File: config.mk
export PLATFORM = sky130hd
export DESIGN_NAME = cpu_membus
export DESIGN_NICKNAME = d
export VERILOG_FILES = /design/src/rtl/lis_membus_pkg.sv /design/src/rtl/lis_word_buffer.sv /design/src/rtl/cpu_membus.sv
export SDC_FILE = /design/constraint.sdc
export NUM_CORES = 1
export LEC_CHECK = 0
export ABC_AREA = 1
export CORE_ASPECT_RATIO = 1.2
export CORE_UTILIZATION = 44
export DETAILED_ROUTE_END_ITERATION = 16
export GPL_TIMING_DRIVEN = 0
export HOLD_SLACK_MARGIN = 0.06
export PLACE_DENSITY = 0.76
export REMOVE_ABC_BUFFERS = 1
export SYNTH_ARGS = -nofsm -noshare
export SYNTH_HDL_FRONTEND = slang
export SYNTH_SLANG_ARGS = --single-unit
export TNS_END_PERCENT = 100
File: constraint.sdc
create_clock -name clock -period 1.63 [get_ports clock]
set_input_delay 0.326 -clock clock [delete_from_list [all_inputs] [get_ports clock]]
set_output_delay 0.326 -clock clock [all_outputs]
set_load 0.05 [all_outputs]
File: src/rtl/lis_membus_pkg.sv
// Shared types and helpers for the LIS CPU byte-bus memory responder.
package lis_membus_pkg;

    localparam int DEFAULT_WA = 30;

    typedef enum logic [1:0] {
        IDLE,
        RD,
        WR,
        DONE
    } membus_state_t;

    // Little-endian lane select: byte k of the word lives at bits [8k+7:8k].
    function automatic logic [3:0] lane_be(input logic [1:0] lane);
        return 4'b0001 << lane;
    endfunction

endpackage

File: src/rtl/lis_word_buffer.sv
// One-word read buffer: tag/valid/data, hit compare, lane read mux,
// write-through byte merge, fill from external memory and invalidate.
module lis_word_buffer
    import lis_membus_pkg::*;
#(
    parameter int WA = DEFAULT_WA
) (
    input  logic          clock,
    input  logic          reset_n,
    input  logic [WA-1:0] lookup_tag,
    input  logic [1:0]    lane,
    input  logic          merge_en,
    input  logic [7:0]    merge_byte,
    input  logic          fill_en,
    input  logic [WA-1:0] fill_tag,
    input  logic [31:0]   fill_data,
    input  logic          inv,
    output logic          hit,
    output logic [7:0]    rd_byte
);

    logic          valid;
    logic [WA-1:0] tag;
    logic [31:0]   data;
    logic [31:0]   merged_data;
    logic [3:0]    merge_mask;

    assign hit        = valid && (tag == lookup_tag);
    assign rd_byte    = hit ? data[{lane, 3'b000} +: 8] : 8'h00;
    assign merge_mask = lane_be(lane);

    always_comb begin
        merged_data = data;
        for (int k = 0; k < 4; k++) begin
            if (merge_mask[k]) begin
                merged_data[8*k +: 8] = merge_byte;
            end
        end
    end

    // A fill always loads data/tag; an invalidate on the same edge still wins
    // over valid so a racing fill is refetched rather than trusted.
    always_ff @(posedge clock) begin
        if (!reset_n) begin
            valid <= 1'b0;
            tag   <= '0;
            data  <= '0;
        end else begin
            if (fill_en) begin
                data  <= fill_data;
                tag   <= fill_tag;
                valid <= 1'b1;
            end else if (merge_en && hit) begin
                data <= merged_data;
            end
            if (inv) begin
                valid <= 1'b0;
            end
        end
    end

endmodule

File: src/rtl/cpu_membus.sv
// CPU byte-bus responder in front of a 32-bit word memory, write-through/no-allocate.
// Define LIS_MEMBUS_WRITE_POST_EN to let writes retire before the external write completes.
module cpu_membus
    import lis_membus_pkg::*;
#(
    parameter int WA = DEFAULT_WA
) (
    input  logic          clock,
    input  logic          reset_n,
    input  logic [31:0]   address,
    output logic [7:0]    in,
    input  logic [7:0]    out,
    input  logic          we,
    output logic          ce,
    input  logic          inv,
    output logic [WA-1:0] mem_addr,
    output logic          mem_rd,
    output logic          mem_wr,
    output logic [3:0]    mem_be,
    output logic [31:0]   mem_wdata,
    input  logic [31:0]   mem_rdata,
    input  logic          mem_ready
);

    membus_state_t state;
    logic [WA-1:0] word_addr;
    logic          hit;
    logic          merge_en;
    logic          fill_en;

    assign word_addr = address[WA+1:2];

    lis_word_buffer #(
        .WA(WA)
    ) u_buffer (
        .clock      (clock),
        .reset_n    (reset_n),
        .lookup_tag (word_addr),
        .lane       (address[1:0]),
        .merge_en   (merge_en),
        .merge_byte (out),
        .fill_en    (fill_en),
        .fill_tag   (mem_addr),
        .fill_data  (mem_rdata),
        .inv        (inv),
        .hit        (hit),
        .rd_byte    (in)
    );

    // The CPU clock enable is decided from the current state and the
    // address it is presenting this cycle.
    always_comb begin
        ce       = 1'b0;
        merge_en = 1'b0;
        fill_en  = 1'b0;
        case (state)
            IDLE: begin
                merge_en = we;
`ifdef LIS_MEMBUS_WRITE_POST_EN
                ce = we | hit;
`else
                ce = ~we & hit;
`endif
            end
            RD: begin
                fill_en = mem_ready;
            end
            WR: begin
`ifdef LIS_MEMBUS_WRITE_POST_EN
                ce = hit & ~we;
`else
                ce = 1'b0;
`endif
            end
            DONE: begin
                ce = 1'b1;
            end
            default: begin
                ce = 1'b0;
            end
        endcase
    end

    always_ff @(posedge clock) begin
        if (!reset_n) begin
            state     <= IDLE;
            mem_rd    <= 1'b0;
            mem_wr    <= 1'b0;
            mem_be    <= '0;
            mem_addr  <= '0;
            mem_wdata <= '0;
        end else begin
            case (state)
                IDLE: begin
                    if (we) begin
                        mem_addr  <= word_addr;
                        mem_be    <= lane_be(address[1:0]);
                        mem_wdata <= {4{out}};
                        mem_wr    <= 1'b1;
                        state     <= WR;
                    end else if (!hit) begin
                        mem_addr <= word_addr;
                        mem_rd   <= 1'b1;
                        state    <= RD;
                    end
                end
                RD: begin
                    if (mem_ready) begin
                        mem_rd <= 1'b0;
                        state  <= IDLE;
                    end
                end
                WR: begin
                    if (mem_ready) begin
                        mem_wr <= 1'b0;
`ifdef LIS_MEMBUS_WRITE_POST_EN
                        state  <= IDLE;
`else
                        state  <= DONE;
`endif
                    end
                end
                DONE: begin
                    state <= IDLE;
                end
                default: begin
                    state <= IDLE;
                end
            endcase
        end
    end

endmodule
==> run summary <==
Prior to clock tree synthesis, the placed netlist has a worst setup slack of -1.49 ns. Of all flip-flops after synthesis, the portion carrying an async set or reset was 0%. Summed over its instances, the top area cell type makes up 37.5% of the synthesized netlist area.

The count of endpoints failing hold in the final timing report is 0. The worst-skew pair later-pin latency is 0.35 ns. After synthesis, flip-flops and latches occupy 37.5% of the total area. The worst register-to-register path has a setup slack of -0.29 ns.

The first global-routing pass estimated 30.5 mm of wire. In this run, synthesis produced a sequential element count of 109. After floorplanning, the core was divided into 45 placement rows. The initial antenna violation count came to 1. The synthesis-to-finish area growth came out at 49.6%. The number of DRC markers in iteration 0 came out at 461. The total DRC errors in the routed layout came out at 0. The worst hold path passes through 3 cells. STA classifies the critical path endpoint as an output port.

The fraction of final layout cells with drive strength greater than 1 is 28.9%. The flow ran to the end, but the final reports show violations. The smallest setup slack after layout is -0.666 ns.

CTS built an H-tree with a depth of 3. The number of warnings printed during yosys synthesis came out at 0. Counting instances in the post-synthesis netlist gives the leading cell types as sky130_fd_sc_hd__nand2_1, sky130_fd_sc_hd__dfxtp_1, sky130_fd_sc_hd__a21oi_1. Of all cell types, the one taking the most synthesized area is sky130_fd_sc_hd__dfxtp_1. The number of different library cells used by synthesis comes to 28. Tracing the worst setup path back leads to its startpoint at address[20]. The worst reg-to-reg path cell count came out at 13. Once placement completed, the tool counted placed cells totaling 1142.

The number of placed I/O pins is 154. For this configuration, the core starts out at a cell density of 45.5%. The post-route fraction of the period consumed by the critical path is 141%. The slowest stage of the critical path is the sky130_fd_sc_hd__dlygate4sd2_1 cell. Adding up every negative setup slack in the final design gives -18.59 ns. The total area of sequential cells came out at 0.00220 mm^2. After clock tree synthesis, the clock-pin slew on the worst setup and hold paths is 0.08 ns. Ranked by total cell area, the synthesized netlist is headed by sky130_fd_sc_hd__dfxtp_1, sky130_fd_sc_hd__nand2_1, sky130_fd_sc_hd__a21oi_1. The via count of the first global-routing pass is 6009.

The detailed-routed wire length on met3 is 1.61 mm. The area of the multi-input gates is 0.00380 mm^2. The TritonCTS buffer count came out at 9. The number of buffers inserted by hold repair at cts came out at 0.

Setup repair after global routing could not meet its margin everywhere. The CTS tree is yes. The max-slew headroom at the worst pin came out at 60.1%. The worst-margin pin slew came out at 0.599 ns. The peak fanout along the critical path is 5.

The number of standard cells in the final layout excluding fillers is 1206. For the worst setup path, the data arrival time is 1.97 ns. The mean number of vias per cell is 5.46. The met1 routed wirelength after detailed routing came out at 8.17 mm. The leftover overflow at the end of global routing came out at 0.

Traced cell by cell, the critical path runs through dlygate4sd2_1 -> inv_1 -> nand2_1 -> nand4_1 -> nor2_1 -> nand2_2 -> nor2_4 -> nand2_4 -> a31oi_2 -> buf_6. The cell at the root of the clock tree is sky130_fd_sc_hd__clkbuf_16. The data required time at the worst endpoint came out at 1.30 ns. The die outline height is 128 um. In this run the cell area of the synthesized design comes to 0.00581 mm^2.

The die area is 0.0137 mm^2. At the end of the flow the core is filled with cells to 68.0%. The tightest min-delay check is of the in -> reg type. The worst register-to-register path begins at u_buffer.tag[28]$_SDFFE_PN0P_. Following the worst setup path forward leads to its endpoint at in[4]. The via total after detailed routing came out at 6584.

The final layout contains routed wiring with a total length of 20.8 mm. The critical path in this run is classified as in -> out. The largest clock skew in the final design came out at 0.00967 ns.

The routability-driven placement congestion ratio came out at 0.825. In the synthesized netlist the dominant register cell turns out to be sky130_fd_sc_hd__dfxtp_1. The time the final worst path needs with I/O delays and setup came out at 2.30 ns. The net count of the finished layout is 1117.

The number of synthesized flops with an enable pin is 0. The max-cap violation count is 0. The combined global-route utilization of all metal layers came out at 28.8%. The chip width came out at 107 um.

The number of max-slew violations in the final report came out at 0. The checks that failed: setup timing. For this run, the slowest stage of the critical path takes 0.28 ns. Clock tree synthesis found a total of 109 sinks. In this run the static leakage power is 3.89 nW. The quantity of I/O buffers inserted on ports came out at 153. The synthesized area per cell is 6.55 um^2. The highest clock rate is 0.436 GHz.

The floorplan step defined a core boundary enclosing 0.0128 mm^2. The worst-case vdd ir drop is 0.953 mV. The largest net degree at the start of global routing is 52. The power per standard cell area is 1250 mW/mm^2. Synthesis produced 887 cells. The routed wirelength normalized by instance count is 17.2 um. The leading cell type by number of instances after synthesis is sky130_fd_sc_hd__nand2_1. After detailed routing, no signal wire sits above met4. The number of nets with antenna violations after routing is 0. The total half-perimeter wirelength after legalization and detailed placement came out at 11.2 mm.

The number of buffers on the longest clock path is 2. On the final layout, the worst hold slack is 0.374 ns. In this run the critical register-to-register path is captured at u_buffer.data[25]$_SDFFE_PN0P_. Setup violations remaining at the end of the flow were counted as 72.

The routed wire length on met2 came out at 10.1 mm. The first detailed-routing pass ran for 5 iterations. The worst setup path is launched from a primary input. The number of inserted filler cells in the final layout is 1058.
## logic make-up after synthesis
kind of cell	count (synthesis)	synth area share (%)
AND/OR/NAND/NOR	434	32.7
buffers and inverters	174	13.7
AO/OA/AOI/OAI	161	14.4
flip-flops	109	37.5
XOR/XNOR	5	0.753
adder cells (fa/ha/maj)	4	0.861
## metrics by stage
stage / area (um^2) / power, mW
floorplan: 5430 / 6.13
global placement: 7160 / 7.47
detailed placement: 7230 / 7.54
CTS: 8210 / 10.3
global route: 8690 / 11.4
finish: 8690 / 10.9
## cells in the final DEF (no fill, tap or decap), types with 5 or more instances in the layout
master,count
sky130_fd_sc_hd__nand2_1,211
sky130_fd_sc_hd__dfxtp_1,94
sky130_fd_sc_hd__inv_1,85
sky130_fd_sc_hd__a21oi_1,82
sky130_fd_sc_hd__dlygate4sd2_1,64
sky130_fd_sc_hd__nor2_1,63
sky130_fd_sc_hd__nand3_2,54
sky130_fd_sc_hd__clkdlybuf4s50_1,43
sky130_fd_sc_hd__o21ai_0,40
sky130_fd_sc_hd__nand2_2,36
sky130_fd_sc_hd__clkbuf_2,29
sky130_fd_sc_hd__buf_4,22
sky130_fd_sc_hd__a21oi_2,21
sky130_fd_sc_hd__nand2_4,18
sky130_fd_sc_hd__inv_2,16
sky130_fd_sc_hd__nand3_1,16
sky130_fd_sc_hd__nand2_8,14
sky130_fd_sc_hd__dfxtp_2,14
sky130_fd_sc_hd__buf_6,13
sky130_fd_sc_hd__nand4_1,11
sky130_fd_sc_hd__clkbuf_16,9
sky130_fd_sc_hd__a22oi_1,8
sky130_fd_sc_hd__nor2_2,7
sky130_fd_sc_hd__clkinvlp_4,7
sky130_fd_sc_hd__clkdlybuf4s15_1,7
sky130_fd_sc_hd__nand3_4,6
sky130_fd_sc_hd__nor2_4,5
sky130_fd_sc_hd__buf_12,5
## repair_timing
| action | CTS | global route |
|---|---|---|
| pin swaps | 40 | 49 |
| setup endpoints to repair | 158 | 114 |
| hold endpoints to repair | 0 | 0 |
| cloned | 15 | 1 |
| resized for setup | 287 | 182 |
| setup buffers | 20 | 12 |
## area by class of cell
class | count | share of cell area, %
multi-input combinational | 617 | 43.8
timing repair inverter | 2 | 0.173
inverter | 109 | 4.99
antenna | 1 | 0.0288
sequential | 109 | 25.3
clock inverter | 7 | 0.864
timing repair buffer | 188 | 19.9
tap | 164 | 2.36
clock buffer | 9 | 2.59
## registers in the layout, indices dropped and copies added, names as in the netlist
register / cells
u_buffer.data: 32
mem_addr: 30
u_buffer.tag: 30
mem_wdata: 8
mem_be: 4
state: 2
mem_rd: 1
mem_wr: 1
u_buffer.valid: 1
## power by group
group	switching, mW	internal (mW)
logic	3.62	1.61
registers	0.326	3.10
clock network	1.05	1.20
total	5.00	5.91
## critical path: cells and delay by family
family / cells / cell delay (ns)
buffers and inverters: 3 / 0.55
AO/OA/AOI/OAI: 1 / 0.23
AND/OR/NAND/NOR: 6 / 0.85
## per-layer routing
layer	vias to the layer above	track usage, %
met4	0	15.4
met3	77	5.44
li1	3124	-
met5	-	0
met1	3064	35.6
met2	319	47.1
## worst min-delay path by stage
stage | from | endpoint
after detailed placement | u_buffer.tag[9]$_SDFFE_PN0P_ | u_buffer.tag[9]$_SDFFE_PN0P_
final | address[11] | mem_addr[9]$_SDFFE_PN0P_
after global routing | reset_n | mem_addr[6]$_SDFFE_PN0P_
after global placement | u_buffer.tag[9]$_SDFFE_PN0P_ | u_buffer.tag[9]$_SDFFE_PN0P_
after CTS | address[2] | mem_addr[0]$_SDFFE_PN0P_
after floorplan | inv | u_buffer.valid$_SDFFE_PP0P_
Note: power is estimated with default switching activity, not from simulation.
